--- src/rtl/pwm_capture.sv ---
// PWM receiver: synchronises an external PWM line, measures period and high time per frame,
// and recovers the 8-bit duty code of the matching generator (high = duty*4+1 in a 1024 frame).
module pwm_capture #(
    parameter int PERIOD     = 1024,
    parameter int PERIOD_TOL = 4,
    parameter int CNT_W      = 16,
    parameter int TIMEOUT    = 4096
) (
    input  logic             clk,
    input  logic             arst,
    input  logic             pwm_in,
    output logic [7:0]       duty_cycle,
    output logic [CNT_W-1:0] period,
    output logic [CNT_W-1:0] high_time,
    output logic             valid,
    output logic             period_err,
    output logic             stuck
);

    localparam int               SHIFT       = $clog2(PERIOD) - 8;
    localparam logic [CNT_W-1:0] CNT_ONE     = CNT_W'(1);
    localparam logic [CNT_W-1:0] CNT_MAX     = '1;
    localparam logic [CNT_W-1:0] TIMEOUT_CNT = CNT_W'(TIMEOUT);
    localparam logic [CNT_W:0]   LO_LIM      = (CNT_W+1)'(PERIOD - PERIOD_TOL);
    localparam logic [CNT_W:0]   HI_LIM      = (CNT_W+1)'(PERIOD + PERIOD_TOL);

    typedef enum logic [1:0] {
        ST_IDLE,
        ST_ARMED,
        ST_STUCK
    } state_t;

    state_t           state, next_state;
    logic             s_meta, s, s_d;
    logic             rise;
    logic [CNT_W-1:0] period_cnt, high_cnt;
    logic             timeout_hit;
    logic             capture, go_stuck;
    logic             in_tol;
    logic [CNT_W-1:0] high_m1, scaled;
    logic [7:0]       duty_calc;

    // NOTE: every flop below uses non-blocking assignment so each stage samples the old value of the previous one.
    always_ff @(posedge clk) begin
        if (arst) begin
            s_meta <= 1'b0;
            s      <= 1'b0;
            s_d    <= 1'b0;
        end else begin
            s_meta <= pwm_in;
            s      <= s_meta;
            s_d    <= s;
        end
    end

    assign rise = s & ~s_d;

    // The rise cycle itself counts as the first clock of the new frame and of its high phase.
    always_ff @(posedge clk) begin
        if (arst) begin
            period_cnt <= '0;
            high_cnt   <= '0;
        end else if (rise) begin
            period_cnt <= CNT_ONE;
            high_cnt   <= CNT_ONE;
        end else begin
            if (period_cnt != CNT_MAX)
                period_cnt <= period_cnt + CNT_ONE;
            if (s && (high_cnt != CNT_MAX))
                high_cnt <= high_cnt + CNT_ONE;
        end
    end

    assign timeout_hit = !rise && (period_cnt == TIMEOUT_CNT);

    always_ff @(posedge clk) begin
        if (arst)
            state <= ST_IDLE;
        else
            state <= next_state;
    end

    // NOTE: all outputs of this block get a default first so no path leaves one unassigned (no latches).
    always_comb begin
        next_state = state;
        capture    = 1'b0;
        go_stuck   = 1'b0;
        case (state)
            ST_IDLE, ST_STUCK: begin
                if (rise) begin
                    next_state = ST_ARMED;
                end else if (timeout_hit) begin
                    next_state = ST_STUCK;
                    go_stuck   = 1'b1;
                end
            end
            ST_ARMED: begin
                if (rise) begin
                    capture = 1'b1;
                end else if (timeout_hit) begin
                    next_state = ST_STUCK;
                    go_stuck   = 1'b1;
                end
            end
            default: next_state = ST_IDLE;
        endcase
    end

    assign in_tol    = ({1'b0, period_cnt} >= LO_LIM) && ({1'b0, period_cnt} <= HI_LIM);
    assign high_m1   = (high_cnt == '0) ? '0 : high_cnt - CNT_ONE;
    assign scaled    = high_m1 >> SHIFT;
    assign duty_calc = (|scaled[CNT_W-1:8]) ? 8'hFF : scaled[7:0];

    always_ff @(posedge clk) begin
        if (arst) begin
            duty_cycle <= '0;
            period     <= '0;
            high_time  <= '0;
            valid      <= 1'b0;
            period_err <= 1'b0;
        end else begin
            valid <= 1'b0;
            if (capture) begin
                period     <= period_cnt;
                high_time  <= high_cnt;
                valid      <= 1'b1;
                period_err <= !in_tol;
                if (in_tol)
                    duty_cycle <= duty_calc;
            end else if (go_stuck) begin
                duty_cycle <= s ? 8'hFF : 8'h00;
                period_err <= 1'b0;
            end
        end
    end

    assign stuck = (state == ST_STUCK);

endmodule

--- config.mk ---
export PLATFORM = sky130hd
export DESIGN_NAME = pwm_capture
export DESIGN_NICKNAME = d
export VERILOG_FILES = /design/src/rtl/pwm_capture.sv
export SDC_FILE = /design/constraint.sdc
export NUM_CORES = 1
export LEC_CHECK = 0
export BUFFER_PORTS_ARGS = -buffer_cell sky130_fd_sc_hd__buf_2
export CAP_MARGIN = 15
export CORE_AREA = 2 2 87 89
export DETAILED_ROUTE_END_ITERATION = 12
export DIE_AREA = 0 0 89 91
export GPL_TIMING_DRIVEN = 0
export PLACE_DENSITY_LB_ADDON = 0.25
export SETUP_SLACK_MARGIN = 0.15
export SLEW_MARGIN = 0
export SYNTH_ARGS = -nofsm -noshare
export SYNTH_HDL_FRONTEND = slang
export SYNTH_SLANG_ARGS = --single-unit
--- constraint.sdc ---
create_clock -name clk -period 3 [get_ports clk]
set_clock_uncertainty 0.1 [all_clocks]
set_input_delay 0.6 -clock clk [delete_from_list [all_inputs] [get_ports clk]]
set_output_delay 0.6 -clock clk [all_outputs]
set_load 0.01 [all_outputs]
# Word level (Yosys, flattened, before mapping)
# Index checks and enable logic that the tools add are counted.
dict set report totals {
  inputBits 3
  reg_bits 79
}
dict set report op_classes {
  bitwise 2
  magnitude_cmp 2
  add_sub_neg 3
  n_eq_ne 7
  mux 22
  n_reduce_logical 15
}
# op count
set ops {}
lappend ops {{8-bit two-way mux} 5}
lappend ops {{16-bit by 1-bit adder with 16-bit output, second input constant} 2}
lappend ops {{16-bit != test, second input constant} 2}
lappend ops {{16-bit by 13-bit equality test with 1-bit output, second input constant} 1}
lappend ops {{16-bit by 10-bit greater-or-equal comparator with 1-bit output, second input constant} 1}
lappend ops {{16-bit by 11-bit <= comparator with 1-bit output, second input constant} 1}
lappend ops {{16-bit logical NOT} 1}
lappend ops {{16-bit two-way mux} 1}
lappend ops {{16-bit by 1-bit subtractor with 16-bit output, second input constant} 1}
lappend ops {{1-bit two-way mux} 12}
lappend ops {{2-bit two-way mux} 3}
lappend ops {{2-bit nonzero test} 3}
lappend ops {{6-bit OR reduction} 1}
lappend ops {{2-bit case mux with 2 select lines} 1}
lappend ops {{2-bit OR reduction} 2}
lappend ops {{1-bit logical AND} 3}
lappend ops {{3-bit OR reduction} 1}
lappend ops {{2-bit by 1-bit equality test with 1-bit output, second input constant} 1}
lappend ops {{2-bit equality test, second input constant} 1}
lappend ops {{1-bit logical NOT} 2}
lappend ops {{2-bit logical NOT} 1}
lappend ops {{2-bit by 1-bit != test with 1-bit output, second input constant} 1}
lappend ops {{2-bit != test, second input constant} 1}
lappend ops {{2-bit AND reduction} 1}
lappend ops {{other kinds (2)} 2}

# Depth between registers and ports, before layout
dict set report logic_depth {
  word_depth 9
  depth_mapped 8
  depth_no_buf 8
}

# Worst setup path after synthesis
# OpenSTA, ideal clock, no wires.
dict set report synth_path {
  path_type {register to register}
  startpoint {reg high_cnt[4]}
  endpoint {reg duty_cycle[7]}
  stages_incl_launch_ff 8
  t_required_ns 2.781
  slack_ns 0.790
  setup_time_ns 0.119
  path_buffers 1
  synth_period_minus_slack_ns 2.210
  arrival_ns 1.991
  cell_sequence {dfxtp_1 buf_6 nor4_4 nand3_2 or3_4 a221oi_4 a31oi_1 o221a_1}
}
dict set report synth_via {
  elab_chain_cells 6
  elab_cells_between_ends 7
  cone_classes {add/sub: 1; mux: 4; reduce/logical: 2}
}
# element line
set synth_rtl {}
lappend synth_rtl {{start: declaration} 36} ;# logic [CNT_W-1:0] period_cnt, high_cnt;
lappend synth_rtl {{start signal: assignment} 70} ;# high_cnt <= high_cnt + CNT_ONE;
lappend synth_rtl {{16-bit by 1-bit subtractor with 16-bit output or 16-bit logical NOT (tied branches)} 110} ;# assign high_m1 = (high_cnt == '0) ? '0 : high_cnt - CNT_ONE;
lappend synth_rtl {{16-bit two-way mux (*)} 110}
lappend synth_rtl {{6-bit OR reduction} 112} ;# assign duty_calc = (|scaled[CNT_W-1:8]) ? 8'hFF : scaled[7:0];
lappend synth_rtl {{8-bit two-way mux (*)} 112}
lappend synth_rtl {{8-bit two-way mux (*)} 128} ;# if (in_tol)
lappend synth_rtl {{8-bit two-way mux (*)} 123} ;# if (capture) begin
lappend synth_rtl {{end signal: assignment} 129} ;# duty_cycle <= duty_calc;
lappend synth_rtl {{end signal: assignment} 131} ;# duty_cycle <= s ? 8'hFF : 8'h00;
lappend synth_rtl {{end: declaration} 12} ;# output logic [7:0] duty_cycle,
# Every way passes the cells marked *; elsewhere a longest branch is shown, timed or not. The select of a mux whose other input is x is not followed.
# A chain may end at the register's enable or synchronous reset.

# Worst setup path after layout
dict set report layout_path {
  startpoint {reg period_cnt[2]}
  endpoint {reg period_cnt[8]}
}
dict set report layout_via {
  elab_chain_cells 1
  elab_cells_between_ends 2
  cone_classes {add/sub: 1; eq/ne: 1}
}
# element line
set layout_rtl {}
lappend layout_rtl {{start: declaration} 36}
lappend layout_rtl {{start signal: assignment} 68} ;# period_cnt <= period_cnt + CNT_ONE;
lappend layout_rtl {{16-bit by 1-bit adder with 16-bit output or 16-bit != test (tied branches)} {68, 67}}
# Parallel ways exist; a longest one is shown, timed or not.

==> implementation parameters <==
Parameter                              Value

Run status
  Result of the run    complete, no violations

Timing
  Max-slew violation count    0
  Setup_tns    0 ps
  Final number of setup-violating endpoints    0
  Peak clock frequency supported by timing    roughly 0.41 GHz
  Max-Slew Margin vs Limit    roughly 50%
  Setup slack after layout    562 ps
  Worst-margin pin slew    approximately 750 ps
  Hold Fails Final Rpt    0
  RSZ-0062 raised after global routing    no
  Final hold slack    340 ps
  Final Critical Period    approximately 2400 ps
  Portion of the clock cycle consumed by the worst path in the final layout    just over 80%

Flow run
  Max-cap viol count    0

Layout
  Final std cell area, no fill    0.00402 mm^2
  Register cell area after layout    ~0.0016 mm^2
  Final #Nets    480
  Utilization after layout    56.4%
  Fillers    between 600 and 700
  ANT cells    0
  Area of the multi-input gates    between 0.0015 and 0.002 mm^2
  Number of standard cells in the layout, taps in and fillers out    around 580
  Synthesis-to-finish area growth    15.1%
  Ratio of cells with drive above 1 in the final layout    15.9%

Clock network
  Cts-stage hold buffer count    0
  Clock slew at reported path FFs    roughly 70 ps
  Clock latency of the later-clocked register in the worst-skew pair    roughly 360 ps
  Clock root cell    sky130_fd_sc_hd__clkbuf_8
  Clock sink total    79
  CTS tree    done
  Post-CTS resize count    0
  Number of CTS-inserted buffers    9
  Post-CTS Setup Inserts    0
  Max Root-Sink Buffers    2
  Number of H-tree branching levels    3

Global route
  Number of antenna violations at the first check in global routing    0
  Via count of the first global-routing pass    ~2,900
  Global-route wire length before repair    approximately 13,000 um
  Total congestion overflow    0
  Pin count of the biggest net entering global routing    13
  GRT Total Usage    20.3%

Logic synthesis
  Post-synthesis sequential area ratio    45.2%
  Syn Area/Cell    about 8.4 um^2
  Mapped Area    between 0.003 and 0.004 mm^2
  Synth unique cells    roughly 50
  Total of flip-flops plus latches after synthesis    79
  Post-synth net total    approximately 430
  Number of enable flip-flop cells after synthesis    0
  Fraction of synthesis flops using an asynchronous set or reset pin    0%
  Post-Syn Instances    approximately 420
  Warning count from the yosys run    0
  Flip-flop cell with the highest count after synthesis    sky130_fd_sc_hd__dfxtp_1

Min path
  Hold depth    1
  Hold wc startpoint    s_meta$_SDFF_PP0_
  Hold endpoint    s$_SDFF_PP0_
  Worst Hold Class    reg2reg

Die
  Num ports    46
  Area of the core    roughly 0.007 mm^2
  Die Span X    about 89 um
  Initial standard-cell utilization of the core    between 40 and 50%
  Row Count    31
  DIE HEIGHT    just over 90 um
  Die area    just over 0.008 mm^2

Critical path
  Delay contributed by the slowest stage of the critical path    610 ps
  Required arrival time at the worst endpoint    3140 ps
  Reg2reg start    period_cnt[2]$_SDFFE_PP0P_
  Critical-path cell list    clkbuf_1 -> nand4_1 -> or4_1 -> o21ai_1 -> nor3_1 -> xnor2_1 -> nor2_1
  Number of cells traversed by the worst register-to-register path    7
  Startpoint types    flip-flop
  Sort of element at the end of the critical path    flip-flop
  Slowest CP cell    sky130_fd_sc_hd__or4_1
  Critical Path Fanout Max    9
  Worst setup path startpoint    period_cnt[2]$_SDFFE_PP0P_
  WS Path Type    reg2reg
  Reg2Reg Setup Slack    560 ps
  Worst flop-to-flop path endpoint    period_cnt[8]$_SDFFE_PP0P_
  Arrival time reported for the critical path endpoint    between 2000 and 3000 ps

Route
  DR pass1 iterations    4
  Average wire per standard cell    ~14 um
  Sum of met2 wire segment lengths after detailed routing    3770 um
  Vias post-DR    3,027
  Violation count after the first detailed-route iteration    ~140
  Count of unresolved DRC violations after routing    0
  Drt total wl    around 8000 um
  Total routed wire length on the met1 layer    between 3000 and 4000 um
  Top routing layer in use    met4
  Vias/cell    5.26
  Sum of met3 wire segment lengths after detailed routing    approximately 280 um
  Antenna viol nets, final    0

Power and ir drop
  Peak VDD IR    ~0.00034 V
  Static power due to leakage    ~1.5 nW
  Pwr dens    470 mW/mm^2
  Overall power after layout    about 1.9 mW

Placement
  PortBufs    44
  HPWL after DPL    5630 um
  Placement-stage worst setup slack    617 ps
  Post-Place Cell Area    approximately 0.0038 mm^2
  Number of placed instances with taps included    561
  Final weighted congestion of routability-driven global placement    just over 0.9
metal layers:
metal | global-route usage, % | vias up
li1 | - | 1544
met1 | 25.3 | 1420
met2 | 33.2 | 48
met3 | 4.82 | 15
met4 | 8.58 | 0
met5 | 0 | -
cells in the mapped netlist (all sizes together), types with 3 or more instances:
| cell | n | area share [%] |
|---|---|---|
| clkbuf | 19 | 2.3 |
| or3 | 3 | 0.68 |
| and3 | 3 | 0.54 |
| nor3 | 13 | 1.9 |
| and4 | 3 | 0.75 |
| ha | 4 | 1.4 |
| a31oi | 5 | 0.89 |
| nand3 | 16 | 2.4 |
| nand2 | 83 | 9.2 |
| nor2 | 45 | 4.9 |
| inv | 8 | 0.86 |
| nor4 | 8 | 1.9 |
| nor2b | 3 | 0.54 |
| o21ai | 7 | 1.0 |
| dfxtp | 79 | 45 |
| xor2 | 14 | 3.5 |
| nand2b | 3 | 0.54 |
| o221a | 8 | 2.6 |
| a21oi | 46 | 6.6 |
| nand4 | 10 | 1.8 |
| buf | 5 | 1.6 |
| xnor2 | 15 | 3.8 |
registers in the layout, indices dropped and copies added, names as in the netlist:
register and cells:
high_cnt 16, high_time 16, period 16, period_cnt 16, duty_cycle 8, state 2
period_err 1, s 1, s_d 1, s_meta 1, valid 1
worst max-delay path by stage:
| stage | to | slack [ps] | depth (start not counted) |
|---|---|---|---|
| after global placement | period_cnt[8]$_SDFFE_PP0P_ | 620 | 7 |
| after global routing | period_cnt[4]$_SDFFE_PP0P_ | 340 | 7 |
| after CTS | period_cnt[8]$_SDFFE_PP0P_ | 580 | 7 |
| after detailed placement | period_cnt[6]$_SDFFE_PP0P_ | 620 | 7 |
| after floorplan | duty_cycle[7]$_SDFFE_PP0P_ | 790 | 7 |
| final | period_cnt[8]$_SDFFE_PP0P_ | 560 | 7 |
logic make-up after synthesis:
kind of cell | share of synthesized area, %
XOR/XNOR | 7.27
multiplexers | 0.573
adder cells (fa/ha/maj) | 1.43
buffers and inverters | 4.90
flip-flops | 45.2
AND/OR/NAND/NOR | 26.8
AO/OA/AOI/OAI | 13.7
critical path: cells and delay by family, from the launching register on:
kind | cells | cell delay (ps)
compound gates | 1 | 350
xor+xnor | 1 | 160
buf+inv | 1 | 320
flops | 1 | 310
simple gates | 4 | 1080
cell type report:
type	instances	area share, %
buffer	24	3.42
clock buffer	12	4.11
clock inverter	3	0.435
inverter	9	0.840
multi-input combinational	306	43.3
sequential	79	39.3
tap	99	3.08
timing repair buffer	44	5.47
cells in the final DEF, fill, tap and decap left out, types with 5 or more instances in the layout:
master                      n
sky130_fd_sc_hd__nor3_1    13
sky130_fd_sc_hd__nand2_1   81
sky130_fd_sc_hd__nand3_1   15
sky130_fd_sc_hd__xor2_1    14
sky130_fd_sc_hd__buf_2     44
sky130_fd_sc_hd__o221a_1    8
sky130_fd_sc_hd__a21oi_1   46
sky130_fd_sc_hd__inv_1      8
sky130_fd_sc_hd__nand4_1   10
sky130_fd_sc_hd__nor2_1    44
sky130_fd_sc_hd__nor4_1     7
sky130_fd_sc_hd__xnor2_1   15
sky130_fd_sc_hd__clkbuf_1  18
sky130_fd_sc_hd__dfxtp_1   79
sky130_fd_sc_hd__clkbuf_8  13
sky130_fd_sc_hd__a31oi_1    5
where the power goes:
| part | switching (mW) | internal [mW] |
|---|---|---|
| registers | 0.00956 | 1.06 |
| clock network | 0.383 | 0.361 |
| logic | 0.0542 | 0.0264 |
| total | 0.447 | 1.44 |
No activity file was read; power rests on OpenSTA's default activity.
